`src/rtl/jk_reg_bank.sv`:
```
// Bank of WIDTH JK flip-flops with per-bit JK, up/down counter, parallel load and hold modes.
// Define JK_BANK_SAT_EN to make the counter saturate at its end points instead of wrapping.
module jk_reg_bank #(
    parameter int unsigned     WIDTH   = 8,
    parameter logic [WIDTH-1:0] RST_VAL = '0
) (
    input  logic             iClk,
    input  logic             iReset,
    input  logic             iEn,
    input  logic [1:0]       iMode,
    input  logic [WIDTH-1:0] iJ,
    input  logic [WIDTH-1:0] iK,
    input  logic             iDir,
    input  logic [WIDTH-1:0] iD,
    output logic [WIDTH-1:0] oQ,
    output logic [WIDTH-1:0] oQ_bar,
    output logic             oTC,
    output logic             oOvf
);

    localparam logic [1:0] MODE_JK   = 2'b00;
    localparam logic [1:0] MODE_CNT  = 2'b01;
    localparam logic [1:0] MODE_LOAD = 2'b10;

    logic [WIDTH-1:0] q_nxt;
    logic             ovf_nxt;
    logic [WIDTH-1:0] tgl;
    logic             at_end;

    // Ripple toggle chain: a bit toggles when every lower bit is 1 (up) or 0 (down).
    always_comb begin
        tgl    = '0;
        tgl[0] = 1'b1;
        for (int unsigned i = 1; i < WIDTH; i++) begin
            tgl[i] = tgl[i-1] & (iDir ? oQ[i-1] : ~oQ[i-1]);
        end
    end

    // The whole chain toggling means the step crosses the all-ones/all-zeros boundary.
    assign at_end = iDir ? (&oQ) : ~(|oQ);
    assign oTC    = (iMode == MODE_CNT) && iEn && at_end;

    always_comb begin
        q_nxt   = oQ;
        ovf_nxt = oOvf;
        case (iMode)
            MODE_JK: begin
                q_nxt = (iJ & ~oQ) | (~iK & oQ);
            end
            MODE_CNT: begin
`ifdef JK_BANK_SAT_EN
                if (at_end) begin
                    ovf_nxt = 1'b1;
                end else begin
                    q_nxt = oQ ^ tgl;
                end
`else
                q_nxt = oQ ^ tgl;
                if (at_end) begin
                    ovf_nxt = 1'b1;
                end
`endif
            end
            MODE_LOAD: begin
                q_nxt   = iD;
                ovf_nxt = 1'b0;
            end
            default: begin
                q_nxt   = oQ;
                ovf_nxt = oOvf;
            end
        endcase
    end

    // State changes only on the falling edge; oQ_bar is registered alongside oQ.
    always_ff @(negedge iClk) begin
        if (!iReset) begin
            oQ     <= RST_VAL;
            oQ_bar <= ~RST_VAL;
            oOvf   <= 1'b0;
        end else if (iEn) begin
            oQ     <= q_nxt;
            oQ_bar <= ~q_nxt;
            oOvf   <= ovf_nxt;
        end
    end

endmodule

```
`config.mk`:
```
export PLATFORM = sky130hd
export DESIGN_NAME = jk_reg_bank
export DESIGN_NICKNAME = d
export VERILOG_FILES = /design/src/rtl/jk_reg_bank.sv
export SDC_FILE = /design/constraint.sdc
export NUM_CORES = 1
export LEC_CHECK = 0
export ABC_AREA = 1
export ABC_CLOCK_PERIOD_IN_PS = 1500
export CORE_ASPECT_RATIO = 1.2
export CORE_MARGIN = 2
export CORE_UTILIZATION = 34
export CTS_BUF_LIST = sky130_fd_sc_hd__clkbuf_8
export CTS_CLUSTER_SIZE = 30
export DETAILED_ROUTE_END_ITERATION = 6
export PLACE_DENSITY = 0.77
export REMOVE_ABC_BUFFERS = 1
export SLEW_MARGIN = 10
export SYNTH_ARGS = -nofsm -noshare
export SYNTH_HDL_FRONTEND = slang
export SYNTH_SLANG_ARGS = --single-unit
```
`constraint.sdc`:
```
create_clock -name iClk -period 1.5 [get_ports iClk]
set_clock_uncertainty 0.2 [all_clocks]
set_input_delay 0.225 -clock iClk [delete_from_list [all_inputs] [get_ports iClk]]
set_output_delay 0.225 -clock iClk [all_outputs]
set_load 0.02 [all_outputs]
```
==> flow_summary.html <==
<table>
<tr><th>Metric</th><th>Value</th></tr>
<tr><th colspan="2">Final layout</th></tr>
<tr><td>Post-layout net count</td><td>351</td></tr>
<tr><td>Fraction of final layout cells with drive strength greater than 1</td><td>54.4%</td></tr>
<tr><td>Core occupancy in the finished layout</td><td>73.3%</td></tr>
<tr><td>Diodes inserted</td><td>0</td></tr>
<tr><td>Synth-to-Final Area Change</td><td>107%</td></tr>
<tr><td>Fin cells</td><td>372</td></tr>
<tr><td>Fill cell instance count of the final layout</td><td>224</td></tr>
<tr><th colspan="2">Critical path</th></tr>
<tr><td>Required time of the worst setup path</td><td>1.07 ns</td></tr>
<tr><td>Reg-to-reg slack, setup</td><td>-0.23 ns</td></tr>
<tr><td>Worst setup path category</td><td>register to primary output</td></tr>
<tr><td>RR Endpoint</td><td>oQ[2]$_SDFFE_NN0P_</td></tr>
<tr><td>Capture point of the critical path</td><td>oTC</td></tr>
<tr><td>Beginning of the worst register-to-register path</td><td>oQ[1]$_SDFFE_NN0P_</td></tr>
<tr><td>Critical Path Source</td><td>oQ[0]$_SDFFE_NN0P_</td></tr>
<tr><td>Sort of element at the end of the critical path</td><td>primary output</td></tr>
<tr><td>Element type at the critical path start</td><td>register</td></tr>
<tr><td>CP Max Fanout</td><td>4</td></tr>
<tr><td>Worst Path Arrival</td><td>2.26 ns</td></tr>
<tr><td>R2r worst-path depth</td><td>9</td></tr>
<tr><th colspan="2">Logic synthesis</th></tr>
<tr><td>Number of enable-type register cells in the synthesized netlist</td><td>0</td></tr>
<tr><td>Portion of the post-synthesis area used by sequential elements</td><td>26.5%</td></tr>
<tr><td>Netlist area before placement</td><td>0.00128 mm^2</td></tr>
<tr><td>Yosys cell types</td><td>33</td></tr>
<tr><td>Yosys warns</td><td>0</td></tr>
<tr><td>Fraction of registers with async set/reset</td><td>0%</td></tr>
<tr><td>Main combinational cell family by area after synthesis</td><td>simple AND/OR/NAND/NOR gates</td></tr>
<tr><td>Share of synthesized cell area in full adder, half adder and majority cells</td><td>0%</td></tr>
<tr><td>Synthesized instance count</td><td>199</td></tr>
<tr><td>Most used flip-flop cell after synthesis</td><td>sky130_fd_sc_hd__dfxtp_1</td></tr>
<tr><td>Area fraction in compound gates after synthesis</td><td>18.9%</td></tr>
<tr><td>Post-synthesis simple-gate area fraction</td><td>41.0%</td></tr>
<tr><td>Multiplexer share of the synthesized area</td><td>0%</td></tr>
<tr><td>Avg Inst Size Synth</td><td>6.45 um^2</td></tr>
<tr><td>Flip-flop and latch count after synthesis</td><td>17</td></tr>
<tr><td>XOR/XNOR Fraction of Synth Area</td><td>1.36%</td></tr>
<tr><th colspan="2">Place</th></tr>
<tr><td>Cell count after placement</td><td>329</td></tr>
<tr><td>Minimum setup slack after placement</td><td>-1.22 ns</td></tr>
<tr><td>Port-buffer cells</td><td>47</td></tr>
<tr><td>Routability congestion estimate from global placement</td><td>0.901</td></tr>
<tr><td>HPWL after DPL</td><td>3.15 mm</td></tr>
<tr><th colspan="2">Hold path</th></tr>
<tr><td>Path type of the worst min-delay path</td><td>register to register</td></tr>
<tr><th colspan="2">Detailed routing</th></tr>
<tr><td>Number of vias per cell after detailed routing</td><td>5.16</td></tr>
<tr><td>Final ANT Viol Nets</td><td>0</td></tr>
<tr><td>1st-pass router iterations</td><td>4</td></tr>
<tr><td>Wire length reported by the detailed router</td><td>5.75 mm</td></tr>
<tr><td>WL/cell</td><td>15.5 um</td></tr>
<tr><td>Via count of the routed design</td><td>1920</td></tr>
<tr><td>Detailed router's first-iteration violation count</td><td>138</td></tr>
<tr><td>Total DRC errors in the routed layout</td><td>0</td></tr>
<tr><th colspan="2">Job</th></tr>
<tr><td>Max Cap Violations</td><td>0</td></tr>
<tr><th colspan="2">Pwr</th></tr>
<tr><td>Internal Dissipation</td><td>1.13 mW</td></tr>
<tr><td>VDD IR-drop max</td><td>726 uV</td></tr>
<tr><td>Switching Power</td><td>752 uW</td></tr>
<tr><td>Share of total power in combinational logic</td><td>41.4%</td></tr>
<tr><td>Standby leakage power</td><td>1.33 nW</td></tr>
<tr><td>Clock network power share</td><td>30.3%</td></tr>
<tr><td>Relative contribution of sequential cells to total power</td><td>28.3%</td></tr>
<tr><td>Net switching share of the total power</td><td>40.0%</td></tr>
<tr><td>Power density over the cells</td><td>707 mW/mm^2</td></tr>
<tr><th colspan="2">Timing</th></tr>
<tr><td>Number of pins with negative max-slew slack in the final report</td><td>0</td></tr>
<tr><td>Final-report hold violation count</td><td>0</td></tr>
<tr><td>RSZ-0062 raised after global routing</td><td>yes</td></tr>
<tr><td>Measured slew at the worst slew-check pin</td><td>0.260 ns</td></tr>
<tr><td>Remaining max-slew budget at the tightest pin</td><td>82.7%</td></tr>
<tr><td>Count of final setup violators</td><td>35</td></tr>
<tr><td>Hold Worst Slack</td><td>0.253 ns</td></tr>
<tr><td>Post-route worst setup slack</td><td>-1.18 ns</td></tr>
<tr><th colspan="2">Floorplanning</th></tr>
<tr><td>Total I/O pin count</td><td>48</td></tr>
<tr><td>Total Die Area</td><td>0.00429 mm^2</td></tr>
<tr><td>Initial core utilization</td><td>35.3%</td></tr>
<tr><td>Overall die height</td><td>71.3 um</td></tr>
<tr><td>Core ar.</td><td>0.00363 mm^2</td></tr>
<tr><td>Die outline width</td><td>60.1 um</td></tr>
<tr><td>Site row count</td><td>24</td></tr>
<tr><th colspan="2">GRT</th></tr>
<tr><td>Wire length of the first global-routing pass</td><td>7.70 mm</td></tr>
<tr><td>All-Layer GR Usage</td><td>22.9%</td></tr>
<tr><td>Number of global-route vias before repair</td><td>1781</td></tr>
<tr><td>Sum of overflow across all layers after global routing</td><td>0</td></tr>
<tr><td>Maximum number of pins on one net before global-route repair</td><td>13</td></tr>
<tr><td>Number of antenna violations at the first check in global routing</td><td>0</td></tr>
<tr><th colspan="2">Run status</th></tr>
<tr><td>Run status</td><td>finished, violations left</td></tr>
<tr><td>Failing checks</td><td>setup timing</td></tr>
<tr><th colspan="2">CTS</th></tr>
<tr><td>Root Buffer Master</td><td>sky130_fd_sc_hd__clkbuf_8</td></tr>
<tr><td>Clk buf depth</td><td>2</td></tr>
<tr><td>Post-CTS clock slew at the launch and capture registers of the worst setup and hold paths</td><td>0.04 ns</td></tr>
<tr><td>Cts bufs inserted</td><td>3</td></tr>
<tr><td>CTS H-tree depth</td><td>1</td></tr>
<tr><td>Number of clock sinks</td><td>17</td></tr>
<tr><td>TritonCTS clock tree</td><td>done</td></tr>
<tr><td>Insertion delay of the later-clocked pin in the worst-skew pair</td><td>0.34 ns</td></tr>
</table>
power by group through the flow:
stage	combinational, mW	sequential (mW)	clock (mW)
floorplan	0.209	0.576	0.0735
global placement	0.575	0.523	0.0735
detailed placement	0.582	0.524	0.0735
CTS	0.643	0.529	0.539
global route	0.826	0.533	0.618
finish	0.779	0.533	0.570
metrics by stage:
stage                     instance area (um^2)  total power [mW]  TNS [ns]
after floorplan                           1220             0.859     -9.93
after detailed placement                  2060              1.18    -32.03
after CTS                                 2360              1.71    -15.35
after global routing                      2660              1.98    -17.29
after global placement                    2060              1.17    -31.69
final                                     2660              1.88    -16.27
cells in the mapped netlist, drive strengths merged (2+ instances only):
| library cell | instances | area, um^2 |
|---|---|---|
| o221ai | 2 | 17.5 |
| xnor2 | 2 | 17.5 |
| nor2 | 18 | 106 |
| o21ai | 10 | 53.8 |
| a22oi | 2 | 15.0 |
| nand3 | 18 | 100 |
| dfxtp | 17 | 340 |
| a21oi | 16 | 83.8 |
| nand4 | 7 | 43.8 |
| a221oi | 2 | 17.5 |
| inv | 24 | 92.6 |
| o211ai | 4 | 35.0 |
| nand2 | 63 | 259 |
| a211oi | 2 | 20.0 |
| or2 | 2 | 12.5 |
| buf | 8 | 60.1 |
logic make-up after synthesis:
kind of cell | after synthesis
XOR/XNOR | 2
AO/OA/AOI/OAI | 38
flip-flops | 17
buffers and inverters | 33
AND/OR/NAND/NOR | 109
metal layers:
metal / up-vias / global-route usage (%) / wire (um)
met2: 91 / 40.0 / 3020
met5: - / 0 / 0
met4: 0 / 9.88 / 295
met1: 894 / 27.1 / 2080
li1: 907 / - / -
met3: 28 / 3.25 / 364
how the worst min path moves through the flow:
stage	endpoint	cells past startpoint	slack, ns	startpoint
after floorplan	oOvf$_SDFFE_NN0P_	2	0.32	oOvf$_SDFFE_NN0P_
after global placement	oOvf$_SDFFE_NN0P_	2	0.24	oOvf$_SDFFE_NN0P_
after detailed placement	oOvf$_SDFFE_NN0P_	2	0.23	oOvf$_SDFFE_NN0P_
after CTS	oQ_bar[1]$_SDFFE_NN1P_	2	0.25	oQ_bar[1]$_SDFFE_NN1P_
after global routing	oQ_bar[1]$_SDFFE_NN1P_	2	0.28	oQ_bar[1]$_SDFFE_NN1P_
final	oQ_bar[1]$_SDFFE_NN1P_	2	0.25	oQ_bar[1]$_SDFFE_NN1P_
cell type report:
type / count / area [um^2] / area share [%]
multi-input cells: 149 / 967 / 36.3
clock buffers: 3 / 41.3 / 1.55
well taps: 52 / 65.1 / 2.44
clock inverters: 18 / 67.6 / 2.54
repair buffers: 110 / 1050 / 39.6
inverters: 23 / 96.3 / 3.62
flip-flops and latches: 17 / 372 / 14.0
placed cells by master (no fill, tap or decap), types with 5 or more instances in the layout:
cell type / netlist / routed
sky130_fd_sc_hd__dlymetal6s2s_1: 0 / 6
sky130_fd_sc_hd__nand3_1: 16 / 14
sky130_fd_sc_hd__inv_2: 4 / 7
sky130_fd_sc_hd__nand2_1: 56 / 45
sky130_fd_sc_hd__dfxtp_2: 0 / 13
sky130_fd_sc_hd__buf_4: 3 / 46
sky130_fd_sc_hd__buf_6: 2 / 32
sky130_fd_sc_hd__clkdlybuf4s50_1: 0 / 9
sky130_fd_sc_hd__a21oi_2: 1 / 12
sky130_fd_sc_hd__nand2_4: 1 / 6
sky130_fd_sc_hd__nand2_2: 6 / 12
sky130_fd_sc_hd__nor2_1: 12 / 7
sky130_fd_sc_hd__dlygate4sd2_1: 0 / 10
sky130_fd_sc_hd__nor2_4: 2 / 6
sky130_fd_sc_hd__inv_1: 19 / 30
sky130_fd_sc_hd__nand4_1: 7 / 7
sky130_fd_sc_hd__o21ai_1: 2 / 5
worst max-delay path, cell delays in order, from the launching register on:
cell                      delay, ns
sky130_fd_sc_hd__dfxtp_2       0.38
sky130_fd_sc_hd__nand2_1       0.10
sky130_fd_sc_hd__nor2_1        0.13
sky130_fd_sc_hd__nand4_1       0.10
sky130_fd_sc_hd__nand2_1       0.07
sky130_fd_sc_hd__nand4_1       0.16
sky130_fd_sc_hd__inv_1         0.11
sky130_fd_sc_hd__buf_6         0.12
repair_timing:
item	in CTS	in global routing
endpoints found under the setup margin	35	35
buffers inserted	8	18
pin swaps	29	31
hold buffers	0	0
resized for setup	193	53
cloned	0	1
hold endpoints to repair	0	0
(Power assumes the default switching activity.)
==> edit, RTL diff (same flow settings) <==
Reset style: asynchronous (`iReset`), changed in one clocked block.
--- a/src/rtl/jk_reg_bank.sv
+++ b/src/rtl/jk_reg_bank.sv
@@ -73,7 +73,7 @@
     end
 
     // State changes only on the falling edge; oQ_bar is registered alongside oQ.
-    always_ff @(negedge iClk) begin
+    always_ff @(negedge iClk or negedge iReset) begin
         if (!iReset) begin
             oQ     <= RST_VAL;
             oQ_bar <= ~RST_VAL;
Function: differs if iReset is asserted again (counterexample within 4 cycles, from zero or initial values and one cycle with iReset low); with iReset held inactive, the same outputs for 10 cycles.
==> edit against the unedited design <==
- the run still ends with negative setup slack left
- hold slack improved by 1.3 ps
- cell area fell by 2.0%
- critical path depth did not move
- setup slack got worse by 65 ps
- total power rose by 27%
- routed wire length fell by 3.8%
- sequential cell count did not move
- area after synthesis fell by 3.3%
- critical path type unchanged
==> edit: results (changes against the unedited design) <==
clocking:
  post-cts-setup-buffer-count: 11  # was 8
  clock_latency_ps: 270  # was 340 ps
sta:
  tightest_slew_ps: 278  # was 260 ps
  finalSetupViolCount: 35  # unchanged
  final.setup.worst_slack_ps: -1250  # was -1180 ps
power_and_ir_drop:
  pwr-share-clk_pct: 25.6  # was 30.3%
  ir_drop_mv: 0.645  # was 0.726 mV
  power_leakage_nw: 1.28  # was 1.33 nW
  power_frac_comb_pct: 48.7  # was 41.4%
  internal-power_w: 0.00152  # was 0.00113 W
  p_per_area_nw_per_um2: 915  # was 707 nW/um2
outcome:
  status: "finished, violations left"  # unchanged
  violations: "negative setup slack"  # unchanged
logic_synthesis:
  synth_compound_area_share_pct: 17.1  # was 18.9%
  ys_seq_area_share_pct: 35.1  # was 26.5%
  synth_area_leaders: "dfrtn_1 18%, dfstp_2 17%, nand2_1 15%, nand3_1 8.5%, o21ai_0 6.5%"  # was dfxtp_1 27%, nand2_1 16%, nand3_1 6.2%, a21oi_1 5.8%, inv_1 5.6%
  synthArstFlopShare_pct: 100  # was 0%
  ys_top_cells_by_count: "50 x nand2_1, 21 x inv_1, 21 x nand3_1, 16 x o21ai_0, 9 x dfrtn_1"  # was 56 x nand2_1, 19 x inv_1, 17 x dfxtp_1, 16 x nand3_1, 15 x a21oi_1
  synth_area_leader_cell: "dfrtn_1"  # was dfxtp_1
  ys_types: 26  # was 33
cells_and_area:
  clkCellAreaFrac_pct: 3.88  # was 4.09%
  final.fill_count: 242  # was 224
  n_sequential_cell: 17  # unchanged
  buffers: 103  # was 110
  multi_input_cells: 132  # was 149
  buf_share_pct: 38.4  # was 39.6%
  multi_input_area_share_pct: 35.5  # was 36.3%
  final_nets: 318  # was 351
  final-seq-area_um2: 435  # was 372 um2
  drive_above_1_share_pct: 54.7  # was 54.4%
detailed_routing:
  vias: 1740  # was 1920
  avgRoutedWirePerCell_um: 17.0  # was 15.5 um
  met2WireLength_um: 3030  # was 3020 um
  dr_wl_met3_um: 244  # was 364 um
  drt-pass1-iter-count: 4  # unchanged
  first_iter_violations: 81  # was 138
  met1_length_um: 2040  # was 2080 um
setup_path:
  worstPathArrival_ps: 2320  # was 2260 ps
  cpMaxStageDelayCell: "dfrtn_1"  # was dfxtp_2
  cp_max_fo: 3  # was 4
  reg2reg_slack_ps: -500  # was -230 ps
  critical_path.endpoint: "oTC"  # unchanged
  cp_slowest_stage_delay_ps: 480  # was 380 ps
  r2r-start: "oQ[2]"  # was oQ[1]
  r2r_cells: 13  # was 9
placement:
  dp_hpwl_um: 3040  # was 3150 um
  dp_slack_ps: -1300  # was -1220 ps
  gp_congestion: 0.904  # was 0.901
global_routing:
  grt_pass1_vias: 1680  # was 1781
  grt_max_degree: 14  # was 13
  use_met3_pct: 3.33  # was 3.25%
  grt_pass1_wl_um: 7690  # was 7700 um
  met1_usage_pct: 29.1  # was 27.1%
  grt_usage_pct: 24.1  # was 22.9%
  grt_util_met2_pct: 41.5  # was 40.0%
min_path:
  min_to: "oOvf"  # was oQ_bar[1]
## edit: cell types whose count changed after synthesis, sizes merged, moves of 3 or more
cell   delta
a21oi     -9
buf       -3
dfrtn     +9
dfstp     +8
dfxtp    -17
nand2     -8
nand3     +4
nand4     -4
nor2      -9
o21a      +4
o21ai     +9
## edit: worst reg2reg max path, delay by kind of cell, from the launching register on
kind | cells | cell delay (ps)
buf+inv | 4 | 530
simple gates | 9 | 630
flops | 1 | 480
## edit: through the flow
stage / hold slack (ps) / instances / total power [W] / setup TNS [ps] / instance area, um2
floorplan: 299 / 173 / 0.00100 / -12620 / 1200
global placement: 234 / 294 / 0.00143 / -37080 / 1990
detailed placement: 232 / 294 / 0.00145 / -37610 / 1990
CTS: 251 / 317 / 0.00221 / -18190 / 2380
global route: 286 / 326 / 0.00251 / -21030 / 2610
finish: 255 / 326 / 0.00239 / -19820 / 2610
